===== src/rtl/vpbf_pkg.sv =====
// ---------------------------------------------------------------------------
// vpbf_pkg
// Shared definitions for the variable-precision BFloat16 datapath adders.
//   CPA_DEFAULT_WIDTH : default carry-propagate adder width (exponent/mantissa)
//   cpa_seg_width()   : bits per pipeline segment, ceil(width/stages)
//   clamp_approx()    : limits a requested approximate-LSB count to the width
// ---------------------------------------------------------------------------
package vpbf_pkg;

  localparam int CPA_DEFAULT_WIDTH = 11;

  function automatic int cpa_seg_width(input int width, input int stages);
    return (width + stages - 1) / stages;
  endfunction

  function automatic int clamp_approx(input int approx, input int width);
    return (approx > width) ? width : approx;
  endfunction

endpackage


===== src/rtl/pipelined_var_cpa_if.sv =====
// ---------------------------------------------------------------------------
// pipelined_var_cpa_if
// Valid/ready bundle for the pipelined variable-precision adder.
//   Input side : in_valid, in_ready, in1, in2, cin, approx_bits
//   Output side: out_valid, out_ready, sum, cout
//   master     : the producer/consumer surrounding the adder
//   slave      : the adder itself
// ---------------------------------------------------------------------------
interface pipelined_var_cpa_if
  import vpbf_pkg::*;
#(
  parameter int WIDTH = CPA_DEFAULT_WIDTH
);
  localparam int AW = $clog2(WIDTH + 1);

  logic             in_valid;
  logic             in_ready;
  logic [WIDTH-1:0] in1;
  logic [WIDTH-1:0] in2;
  logic             cin;
  logic [AW-1:0]    approx_bits;
  logic             out_valid;
  logic             out_ready;
  logic [WIDTH-1:0] sum;
  logic             cout;

  modport master (
    output in_valid, in1, in2, cin, approx_bits, out_ready,
    input  in_ready, out_valid, sum, cout
  );

  modport slave (
    input  in_valid, in1, in2, cin, approx_bits, out_ready,
    output in_ready, out_valid, sum, cout
  );

endinterface


===== src/rtl/pipelined_var_cpa_segment.sv =====
// ---------------------------------------------------------------------------
// cpa_segment
// Combinational SW-bit slice of the LOA / ripple adder.
//   i_a, i_b : operand bits of this slice
//   i_mask   : per-bit approximate flag (1 = bit lies below n)
//   i_cin    : carry into the lowest bit of the slice
//   o_sum    : slice sum bits
//   o_cout   : carry out of the highest bit of the slice
// A masked bit produces a|b and emits a&b as its carry. Only the carry of
// bit n-1 is ever consumed by an exact bit, because every lower masked bit
// feeds another masked bit that ignores its incoming carry.
// ---------------------------------------------------------------------------
module cpa_segment #(
  parameter int SW = 1
) (
  input  logic [SW-1:0] i_a,
  input  logic [SW-1:0] i_b,
  input  logic [SW-1:0] i_mask,
  input  logic          i_cin,
  output logic [SW-1:0] o_sum,
  output logic          o_cout
);

  logic [SW:0] w_c;

  assign w_c[0] = i_cin;

  for (genvar gi = 0; gi < SW; gi++) begin : g_bit
    assign o_sum[gi]  = i_mask[gi] ? (i_a[gi] | i_b[gi])
                                   : (i_a[gi] ^ i_b[gi] ^ w_c[gi]);
    assign w_c[gi+1]  = i_mask[gi] ? (i_a[gi] & i_b[gi])
                                   : ((i_a[gi] & i_b[gi]) | (w_c[gi] & (i_a[gi] ^ i_b[gi])));
  end

  assign o_cout = w_c[SW];

endmodule


===== src/rtl/pipelined_var_cpa.sv =====
// ---------------------------------------------------------------------------
// pipelined_var_cpa
// Pipelined carry-propagate adder with a per-transaction lower-part OR
// region. The ripple chain is cut into STAGES segments of ceil(WIDTH/STAGES)
// bits; each segment is followed by a register stage.
//   clk : rising-edge clock
//   rst : asynchronous active-high reset, flushes every stage
//   bus : slave side of pipelined_var_cpa_if (valid/ready in and out)
// Each stage register keeps: valid, the operand bits still to be added,
// the sum bits produced so far, the carry into the next segment and the
// clamped approximate count. Operand and count registers exist only while
// later segments still need them.
// ---------------------------------------------------------------------------
module pipelined_var_cpa
  import vpbf_pkg::*;
#(
  parameter int WIDTH  = CPA_DEFAULT_WIDTH,
  parameter int STAGES = 2
) (
  input logic              clk,
  input logic              rst,
  pipelined_var_cpa_if.slave bus
);

  localparam int AW  = $clog2(WIDTH + 1);
  localparam int SEG = cpa_seg_width(WIDTH, STAGES);
  localparam int L   = STAGES - 1;

  logic [AW-1:0] w_n_in;

  assign w_n_in = AW'(clamp_approx(int'(bus.approx_bits), WIDTH));

  for (genvar gi = 0; gi < STAGES; gi++) begin : g_stage
    localparam int LO  = gi * SEG;
    localparam int HI  = (LO + SEG >= WIDTH) ? WIDTH : LO + SEG;
    localparam int REM = WIDTH - HI;

    logic          r_valid;
    logic [HI-1:0] r_sum;
    logic          r_carry;
    logic          w_load;
    logic          w_vin;
    logic [HI-1:0] w_sum_nxt;
    logic          w_carry_nxt;

    // A stage may load when it is empty or its content moves on this cycle.
    if (gi == L) begin : g_last
      assign w_load = bus.out_ready || !r_valid;
    end else begin : g_mid
      assign w_load = !r_valid || g_stage[gi+1].w_load;
    end

    if (gi == 0) begin : g_vin
      assign w_vin = bus.in_valid;
    end else begin : g_vin_p
      assign w_vin = g_stage[gi-1].r_valid;
    end

    if (LO < WIDTH) begin : g_seg
      localparam int SW = HI - LO;

      // Operand bits from this segment upward; the low SW bits are consumed here.
      logic [WIDTH-LO-1:0] w_op_a;
      logic [WIDTH-LO-1:0] w_op_b;
      logic [AW-1:0]       w_n;
      logic                w_cin;
      logic [SW-1:0]       w_mask;
      logic [SW-1:0]       w_seg_sum;

      if (gi == 0) begin : g_src
        assign w_op_a    = bus.in1;
        assign w_op_b    = bus.in2;
        assign w_n       = w_n_in;
        // With n > 0 bit 0 is masked, so cin never reaches the exact chain.
        assign w_cin     = bus.cin;
        assign w_sum_nxt = w_seg_sum;
      end else begin : g_src
        assign w_op_a    = g_stage[gi-1].g_seg.g_rem.r_a;
        assign w_op_b    = g_stage[gi-1].g_seg.g_rem.r_b;
        assign w_n       = g_stage[gi-1].g_seg.g_rem.r_n;
        assign w_cin     = g_stage[gi-1].r_carry;
        assign w_sum_nxt = {w_seg_sum, g_stage[gi-1].r_sum};
      end

      for (genvar bi = 0; bi < SW; bi++) begin : g_mask
        assign w_mask[bi] = (32'(LO + bi) < 32'(w_n));
      end

      cpa_segment #(
        .SW(SW)
      ) u_seg (
        .i_a    (w_op_a[SW-1:0]),
        .i_b    (w_op_b[SW-1:0]),
        .i_mask (w_mask),
        .i_cin  (w_cin),
        .o_sum  (w_seg_sum),
        .o_cout (w_carry_nxt)
      );

      if (REM > 0) begin : g_rem
        logic [REM-1:0] r_a;
        logic [REM-1:0] r_b;
        logic [AW-1:0]  r_n;

        always_ff @(posedge clk or posedge rst) begin
          if (rst) begin
            r_a <= '0;
            r_b <= '0;
            r_n <= '0;
          end else if (w_load) begin
            r_a <= w_op_a[WIDTH-LO-1:SW];
            r_b <= w_op_b[WIDTH-LO-1:SW];
            r_n <= w_n;
          end
        end
      end
    end else begin : g_pass
      // Segment lies beyond WIDTH: forward the finished result unchanged.
      assign w_sum_nxt   = g_stage[gi-1].r_sum;
      assign w_carry_nxt = g_stage[gi-1].r_carry;
    end

    always_ff @(posedge clk or posedge rst) begin
      if (rst) begin
        r_valid <= 1'b0;
        r_sum   <= '0;
        r_carry <= 1'b0;
      end else if (w_load) begin
        r_valid <= w_vin;
        r_sum   <= w_sum_nxt;
        r_carry <= w_carry_nxt;
      end
    end
  end

  assign bus.in_ready  = g_stage[0].w_load && !rst;
  assign bus.out_valid = g_stage[L].r_valid;
  assign bus.sum       = g_stage[L].r_sum;
  assign bus.cout      = g_stage[L].r_carry;

endmodule


===== src/flat_wrapper.sv =====
// flat-port wrapper written by rule: the top's interface ports become plain ports
module pipelined_var_cpa_flat import vpbf_pkg::*;
#(
  parameter int WIDTH  = CPA_DEFAULT_WIDTH,
  parameter int STAGES = 2
)
  (clk, rst, bus_in_valid, bus_in1, bus_in2, bus_cin, bus_approx_bits, bus_out_ready, bus_in_ready, bus_out_valid, bus_sum, bus_cout);
  pipelined_var_cpa_if #(.WIDTH(WIDTH)) bus_i ();
  input logic clk;
  input logic rst;
  input wire logic [$bits(bus_i.in_valid)-1:0] bus_in_valid;
  input wire logic [$bits(bus_i.in1)-1:0] bus_in1;
  input wire logic [$bits(bus_i.in2)-1:0] bus_in2;
  input wire logic [$bits(bus_i.cin)-1:0] bus_cin;
  input wire logic [$bits(bus_i.approx_bits)-1:0] bus_approx_bits;
  input wire logic [$bits(bus_i.out_ready)-1:0] bus_out_ready;
  output wire logic [$bits(bus_i.in_ready)-1:0] bus_in_ready;
  output wire logic [$bits(bus_i.out_valid)-1:0] bus_out_valid;
  output wire logic [$bits(bus_i.sum)-1:0] bus_sum;
  output wire logic [$bits(bus_i.cout)-1:0] bus_cout;
  assign bus_i.in_valid = bus_in_valid;
  assign bus_i.in1 = bus_in1;
  assign bus_i.in2 = bus_in2;
  assign bus_i.cin = bus_cin;
  assign bus_i.approx_bits = bus_approx_bits;
  assign bus_i.out_ready = bus_out_ready;
  assign bus_in_ready = bus_i.in_ready;
  assign bus_out_valid = bus_i.out_valid;
  assign bus_sum = bus_i.sum;
  assign bus_cout = bus_i.cout;
  pipelined_var_cpa #(.WIDTH(WIDTH), .STAGES(STAGES)) u_core (.clk(clk), .rst(rst), .bus(bus_i));
endmodule

===== config.mk =====
export PLATFORM = sky130hd
export DESIGN_NAME = pipelined_var_cpa_flat
export DESIGN_NICKNAME = d
export VERILOG_FILES = /design/src/rtl/vpbf_pkg.sv /design/src/rtl/pipelined_var_cpa_if.sv /design/src/rtl/pipelined_var_cpa_segment.sv /design/src/rtl/pipelined_var_cpa.sv /design/src/flat_wrapper.sv
export SDC_FILE = /design/constraint.sdc
export NUM_CORES = 1
export LEC_CHECK = 0
export ABC_AREA = 1
export BUFFER_PORTS_ARGS = -buffer_cell sky130_fd_sc_hd__buf_2
export CORE_ASPECT_RATIO = 1.5
export CORE_MARGIN = 2
export CORE_UTILIZATION = 50
export CTS_BUF_LIST = sky130_fd_sc_hd__clkbuf_16
export CTS_CLUSTER_SIZE = 16
export DETAILED_ROUTE_END_ITERATION = 12
export PLACE_DENSITY_LB_ADDON = 0.25
export SLEW_MARGIN = 20
export SYNTH_ARGS = -nofsm -noshare
export SYNTH_HDL_FRONTEND = slang
export SYNTH_SLANG_ARGS = --single-unit

===== constraint.sdc =====
create_clock -name clk -period 3.15 [get_ports clk]
set_input_delay 0.63 -clock clk [delete_from_list [all_inputs] [get_ports clk]]
set_output_delay 0.63 -clock clk [all_outputs]
set_load 0.05 [all_outputs]

==> results by group, run 1 <==
Status
  – Result of the run: complete, but fails checks
  – Failing checks: setup timing

Synthesis
  – Synthesis Warnings: 0
  – Post-Synthesis Cell Area: approximately 2300 um2
  – Average cell area after synthesis: ~8.4 um2
  – Library cells used by synthesis: 22
  – Register bit total from synthesis: 35
  – Instance count of the mapped netlist: 275
  – Fraction of the yosys area taken by sequential cells: 0.379
  – Net count after synthesis: 339

Setup path
  – Data required time of the worst path: about 3.4 ns
  – Data arrival time of the critical path: 3.58 ns
  – Highest fanout seen on the critical path: 2
  – Startpoint class of the critical path: input port
  – Element type at the critical path end: flop
  – Worst setup path category: in2reg

Final layout
  – Most common cell after layout, fill and taps aside: sky130_fd_sc_hd__nand2_1
  – Share of layout cells above drive strength 1: 0.312
  – Post-synthesis to final-layout area growth: 26.4%
  – Highest-count cells in the layout ignoring fill and taps: sky130_fd_sc_hd__nand2_1 (91), sky130_fd_sc_hd__buf_2 (40), sky130_fd_sc_hd__inv_1 (39)
  – Number of fill cells: 384
  – Number of diodes: 0
  – Nets: just over 400

Drt
  – DRC errors left: 0
  – Routed WL per cell: 11.8 um
  – Number of antenna-violating nets in the routed design: 0
  – Initial DRC count: 39
  – Number of detailed-route iterations in the first pass: 4
  – Final wirelength: between 4000 and 5000 um
  – Via density per instance: about 4.9
  – Vias: 1923

STA
  – Measured slew at the worst slew-check pin: between 0.4 and 0.5 ns
  – Max Slew Vio Count: 0
  – Min Tclk post-route: 3.37 ns
  – Setup violations, final: 1
  – Skew final: roughly 0.0043 ns
  – Worst hold slack after final layout: 0.472 ns
  – Slew headroom: 0.706
  – Setup repair after global routing missed its margin: yes
  – Share of the cycle needed by the critical path after routing: 1.07
  – Number of hold violations in the final report: 0
  – Total Neg Setup Slack: -0.216 ns
  – Highest achievable clock rate: 297 MHz
  – Fin worst setup slack: -0.216 ns

Global route
  – Total overflow reported by the global router: 0
  – Via count of the first global-routing pass: 1888
  – Global-route wire length before repair: between 7000 and 8000 um
  – Total global routing track utilization: 0.195
  – Largest net degree at the start of global routing: 36
  – Number of antenna violations at the first check in global routing: 0

Job
  – Number of maximum-capacitance violations: 0

Clocking
  – H-tree depth: 2
  – Clock transition at path regs: 0.05 ns
  – CTS Sinks: 35
  – Inserted Clock Buffers: 5
  – TritonCTS clock tree: yes
  – CTS root buf: sky130_fd_sc_hd__clkbuf_16
  – Number of buffers on the longest clock path: 2
  – Worst-skew pair later-pin latency: 0.28 ns

Worst hold path
  – Path category of the worst min-delay check: reg2reg

Die
  – Chip Width: ~59 um
  – Die area: 5190 um2
  – Area of the core: 4470 um2
  – # IOs: 45
  – Starting density of the core: 0.517
  – Standard-cell rows: 30
  – Height of the chip: 87.2 um

Power
  – Sequential share of power: 0.371
  – Leakage power of the design: 1.62 nW
  – Internal power: 0.000969 W
  – Switching power summed over all nets: 0.000549 W
  – Largest voltage drop on the vdd net: 232 uV
  – Power per cell area: 520 nW/um2
  – Power share of the clock group: 0.304
  – Net Sw Frac: 0.362
  – Proportion of power drawn by combinational gates: 0.326

Placed design
  – Estimated wirelength of the detail-placed design: around 3600 um
  – Number of I/O port buffers: 44
  – Placer Congestion: between 0.7 and 0.8
-- state kept, by name, indices dropped and copies added, names as in the netlist --
register                        count
u_core.g_stage.g_seg.g_rem.r_a      5
u_core.bus.out_valid                1
u_core.g_stage.r_sum                6
u_core.g_stage.g_seg.g_rem.r_n      4
u_core.bus.sum                     11
u_core.g_stage.r_carry              1
u_core.g_stage.g_seg.g_rem.r_b      5
u_core.g_stage.r_valid              1
u_core.bus.cout                     1
-- power by group through the flow --
stage               Clock [W]  Sequential, W  Combinational [W]
finish               0.000461       0.000563           0.000494
global route         0.000493       0.000573           0.000550
CTS                  0.000474       0.000564           0.000489
detailed placement          0       0.000571           0.000484
global placement            0       0.000568           0.000472
floorplan                   0       0.000694           0.000214
-- synthesized netlist by cell type --
| cell type | n | area share |
|---|---|---|
| sky130_fd_sc_hd__o22ai_2 | 1 | 0.0054 |
| sky130_fd_sc_hd__or2_2 | 3 | 0.0081 |
| sky130_fd_sc_hd__inv_2 | 2 | 0.0033 |
| sky130_fd_sc_hd__dfrtp_1 | 35 | 0.38 |
| sky130_fd_sc_hd__buf_6 | 3 | 0.015 |
| sky130_fd_sc_hd__nand2_1 | 94 | 0.15 |
| sky130_fd_sc_hd__o21ai_2 | 5 | 0.019 |
| sky130_fd_sc_hd__nor2_1 | 2 | 0.0033 |
| sky130_fd_sc_hd__o21a_1 | 1 | 0.0033 |
| sky130_fd_sc_hd__o211ai_1 | 1 | 0.0033 |
| sky130_fd_sc_hd__ha_1 | 22 | 0.12 |
| sky130_fd_sc_hd__buf_2 | 2 | 0.0043 |
| sky130_fd_sc_hd__fa_1 | 11 | 0.095 |
| sky130_fd_sc_hd__nand4_1 | 1 | 0.0027 |
| sky130_fd_sc_hd__o21ai_1 | 9 | 0.020 |
| sky130_fd_sc_hd__nand3_1 | 23 | 0.050 |
| sky130_fd_sc_hd__nor2_4 | 2 | 0.0098 |
| sky130_fd_sc_hd__nand3b_1 | 2 | 0.0065 |
| sky130_fd_sc_hd__o21ai_0 | 9 | 0.020 |
| sky130_fd_sc_hd__nand2_4 | 1 | 0.0049 |
| sky130_fd_sc_hd__a21oi_1 | 2 | 0.0043 |
| sky130_fd_sc_hd__inv_1 | 44 | 0.072 |
-- path summary, 6_finish.rpt --
path / start / end / slack [ns] / cells past startpoint
setup reg to reg: u_core.g_stage[0].g_seg.g_rem.r_b[0] / u_core.bus.sum[10] / 0.18 / 15
setup / recovery: bus_approx_bits[3] / u_core.g_stage[0].r_sum[5] / -0.22 / 20
max in group asynchronous: rst / u_core.g_stage[0].g_seg.g_rem.r_a[3] / 2.35 / 3
hold / removal: u_core.bus.sum[5] / u_core.bus.sum[5] / 0.47 / 2
hold reg to reg: u_core.bus.sum[5] / u_core.bus.sum[5] / 0.47 / 2
min in group asynchronous: rst / u_core.bus.out_valid / 0.48 / 3
-- what timing repair did --
item | in CTS | in global routing
hold buffers | 0 | 0
setup endpoints to repair | 3 | 4
hold endpoints to repair | 0 | 0
resized for setup | 1 | 23
pin swaps | 6 | 11
setup buffers | 1 | 1
-- critical path: stages --
cell,delay (ns)
sky130_fd_sc_hd__buf_8,0.10
sky130_fd_sc_hd__nor2_4,0.11
sky130_fd_sc_hd__nand3_2,0.09
sky130_fd_sc_hd__nand2_2,0.07
sky130_fd_sc_hd__o21ai_2,0.06
sky130_fd_sc_hd__fa_2,0.32
sky130_fd_sc_hd__nand2_1,0.06
sky130_fd_sc_hd__nand2_1,0.06
sky130_fd_sc_hd__fa_2,0.33
sky130_fd_sc_hd__nand3_2,0.08
sky130_fd_sc_hd__nand2_2,0.05
sky130_fd_sc_hd__fa_2,0.33
sky130_fd_sc_hd__nand2_1,0.08
sky130_fd_sc_hd__nand2_2,0.05
sky130_fd_sc_hd__fa_2,0.35
sky130_fd_sc_hd__o21ai_2,0.14
sky130_fd_sc_hd__fa_2,0.44
sky130_fd_sc_hd__nand2_1,0.06
sky130_fd_sc_hd__nand3_1,0.07
sky130_fd_sc_hd__nand2_1,0.08
-- metrics by stage --
step	instances	worst slack [ns]	utilization	cell area (um2)	total power, W
global placement	381	-0.505	0.606	2710	0.00104
detailed placement	381	-0.538	0.606	2710	0.00105
CTS	390	-0.210	0.639	2860	0.00153
finish	391	-0.216	0.654	2920	0.00152
global route	391	-0.371	0.654	2920	0.00162
floorplan	275	-0.317	-	2330	0.000908
-- cell type report --
class	instances	area [um2]	area share
multi-input cells	189	1260	0.432
flip-flops and latches	35	876	0.300
repair buffers	65	407	0.139
inverters	46	173	0.0592
clock buffers	5	125	0.0429
well taps	48	60.1	0.0206
clock inverters	3	16.3	0.00557
-- layer usage --
layer / share of wire / GRT usage / vias up
li1: - / - / 978
met1: 0.38 / 0.191 / 901
met2: 0.56 / 0.366 / 35
met3: 0.030 / 0.0327 / 9
met4: 0.026 / 0.114 / 0
met5: 0 / 0 / -
-- kinds of logic (layout without fill, tap and decap cells) --
logic type / after synthesis / count (layout) / synth area share
fa+ha+maj: 33 / 33 / 0.215
flops: 35 / 35 / 0.379
simple gates: 128 / 128 / 0.238
buf+inv: 51 / 119 / 0.0938
compound gates: 28 / 28 / 0.0743
No activity file was read; power rests on OpenSTA's default activity.
==> run 2: changes to the inputs <==
--- a/config.mk
+++ b/config.mk
@@ -6,13 +6,14 @@
 export NUM_CORES = 1
 export LEC_CHECK = 0
 export ABC_AREA = 1
-export BUFFER_PORTS_ARGS = -buffer_cell sky130_fd_sc_hd__buf_2
 export CORE_ASPECT_RATIO = 1.5
 export CORE_MARGIN = 2
-export CORE_UTILIZATION = 50
+export CORE_UTILIZATION = 40
 export CTS_BUF_LIST = sky130_fd_sc_hd__clkbuf_16
 export CTS_CLUSTER_SIZE = 16
 export DETAILED_ROUTE_END_ITERATION = 12
+export DONT_BUFFER_PORTS = 1
+export GPL_TIMING_DRIVEN = 0
 export PLACE_DENSITY_LB_ADDON = 0.25
 export SLEW_MARGIN = 20
 export SYNTH_ARGS = -nofsm -noshare
==> run 2 against run 1 <==
The flow still finishes with violations (setup timing). Clock skew rose by 0.0042 ns. Largest power group unchanged. Clock-buffer cell count did not move. Clock power rose by 6.5%. Register-to-register slack worse by 0.07 ns. Worst hold slack got worse by 0.29 ns. Sequential share of layout area up 3.4 points. Utilization down 18 points. Final cell count shrank 9.0%. Worst setup slack gained 0.18 ns. Combinational power decreased by 45%.
==> results by group, run 2 (synthesis gave the netlist of run 1 again) <==
Status
  – Result of the run: complete, but fails checks
  – Failing checks: setup timing

Setup path
  – Capturing point of the worst reg2reg path: u_core.bus.sum[10]
  – Startpoint of the most critical register-to-register path: u_core.g_stage[0].g_seg.g_rem.r_n[0]
  – Path depth of the worst reg2reg path: 16
  – Slack of the worst reg-to-reg path: 0.11 ns
  – Data required time of the worst path: 3.37 ns
  – Cell with the largest stage delay on the worst path: sky130_fd_sc_hd__fa_1
  – Worst setup path category: in2reg
  – End of the critical path: u_core.g_stage[0].r_sum[5]
  – Slowest Stage Delay on Critical Path: 0.42 ns
  – Startpoint of the most critical setup path: bus_approx_bits[2]
  – Ordered cell list for the critical path: nor2_4 > nand3_2 > nand2_1 > o21ai_1 > fa_2 > nand2_1 > nand2_1 > fa_2 > nand3_2 > nand2_2 > fa_2 > nand2_1 > nand2_1 > fa_2 > o21ai_2 > fa_1 > nand2_1 > nand3_1 > nand2_1
  – Highest fanout seen on the critical path: 5
  – Cell type with the highest occurrence count on the critical path: sky130_fd_sc_hd__nand2_1
  – Element type at the critical path end: flop
  – Startpoint class of the critical path: input port
  – Data arrival time of the critical path: 3.40 ns

Clocking
  – Clock transition at path regs: 0.06 ns
  – TritonCTS clock tree: yes
  – CTS root buf: sky130_fd_sc_hd__clkbuf_16
  – Inserted Clock Buffers: 5
  – H-tree depth: 2
  – Number of buffers on the longest clock path: 2
  – CTS Sinks: 35
  – Worst-skew pair later-pin latency: between 0.2 and 0.3 ns

Global route
  – Total overflow reported by the global router: 0
  – Global-route wire length before repair: 7800 um
  – Total global routing track utilization: 0.160
  – Number of antenna violations at the first check in global routing: 0
  – Largest net degree at the start of global routing: 26
  – Via count of the first global-routing pass: 1710

Die
  – Starting density of the core: 0.417
  – Chip Width: approximately 66 um
  – Die area: roughly 6400 um2
  – Standard-cell rows: 33
  – Area of the core: 5530 um2
  – Height of the chip: 97.0 um
  – # IOs: 45

Drt
  – Initial DRC count: 72
  – Routed WL per cell: ~13 um
  – Number of antenna-violating nets in the routed design: 0
  – Vias: 1700
  – DRC errors left: 0
  – Final wirelength: 4520 um
  – Via density per instance: 4.78
  – Number of detailed-route iterations in the first pass: 4

Final layout
  – Number of fill cells: around 580
  – Share of layout cells above drive strength 1: 0.154
  – Number of diodes: 0
  – Number of flip-flops under the largest register name: 11
  – Nets: 349
  – Most common cell after layout, fill and taps aside: sky130_fd_sc_hd__nand2_1
  – Highest-count cells in the layout ignoring fill and taps: sky130_fd_sc_hd__nand2_1 (93), sky130_fd_sc_hd__inv_1 (39), sky130_fd_sc_hd__dfrtp_1 (35)
  – Post-synthesis to final-layout area growth: 13.4%

STA
  – Skew final: around 0.0084 ns
  – Slew headroom: 0.671
  – Measured slew at the worst slew-check pin: 0.493 ns
  – Setup violations, final: 1
  – Highest achievable clock rate: 314 MHz
  – Setup repair after global routing missed its margin: yes
  – Share of the cycle needed by the critical path after routing: 1.01
  – Number of hold violations in the final report: 0
  – Worst hold slack after final layout: 0.183 ns
  – Total Neg Setup Slack: -0.0363 ns
  – Max Slew Vio Count: 0
  – Fin worst setup slack: -0.0363 ns
  – Min Tclk post-route: 3.19 ns

Job
  – Number of maximum-capacitance violations: 0

Power
  – Power per cell area: 558 nW/um2
  – Leakage power of the design: 1.38 nW
  – Largest voltage drop on the vdd net: 224 uV

Placed design
  – Pre-CTS setup slack: -0.507 ns
  – Estimated wirelength of the detail-placed design: 3540 um
  – Placer Congestion: 0.832
  – Number of I/O port buffers: 0

Worst hold path
  – Path category of the worst min-delay check: in2async
-- run 2: power by group --
part / leakage, nW / switching (W) / internal, W
sequential: 0.406 / 0.000183 / 0.000517
combinational: 0.899 / 0.000165 / 0.000107
clock: 0.0700 / 0.000196 / 0.000295
-- run 2: worst min-delay path by stage --
stage                                    start                 to  slack (ns)  cells after the start
floorplan           u_core.g_stage[0].r_sum[0]  u_core.bus.sum[0]        0.44                      2
global placement    u_core.g_stage[0].r_sum[0]  u_core.bus.sum[0]        0.46                      2
detailed placement  u_core.g_stage[0].r_sum[4]  u_core.bus.sum[4]        0.46                      2
CTS                                        rst    u_core.bus.cout        0.19                      1
global route                               rst    u_core.bus.cout        0.20                      1
finish                                     rst    u_core.bus.cout        0.18                      1
-- run 2: timing repair --
action / in CTS / in global routing
hold buffers: 0 / 0
gates resized for setup: 4 / 4
buffers inserted: 1 / 1
hold endpoints to repair: 0 / 0
pin swaps: 5 / 1
setup endpoints to repair: 3 / 3
-- run 2: cell type report --
type                       count  area (um2)  area share
timing repair buffer           3        35.0      0.0134
buffer                         5        43.8      0.0167
inverter                      46         180      0.0688
clock inverter                 3        25.0     0.00956
multi-input combinational    189        1250       0.476
sequential                    35         876       0.334
clock buffer                   5         125      0.0478
tap                           70        87.6      0.0334
-- run 2: stage by stage --
| step | power [W] | area (um2) | instances | util |
|---|---|---|---|---|
| floorplan | 0.000908 | 2330 | 275 | - |
| global placement | 0.000970 | 2410 | 345 | 0.436 |
| detailed placement | 0.000981 | 2430 | 346 | 0.440 |
| CTS | 0.00148 | 2600 | 355 | 0.471 |
| global route | 0.00155 | 2620 | 356 | 0.473 |
| finish | 0.00146 | 2620 | 356 | 0.473 |
-- run 2: routing by layer --
layer  routed length (um)  up-vias  track usage  share of wire
met5                    0        -            0              0
met4                   76        0       0.0659          0.017
met3                  170        7       0.0314          0.038
met2                 2600       32        0.294           0.57
met1                 1670      799        0.171           0.37
li1                     -      862            -              -
-- run 2: worst max-delay path, delay by kind of cell --
family | cells | cell delay, ns
simple gates | 12 | 0.83
fa+ha+maj | 5 | 1.74
compound gates | 2 | 0.20
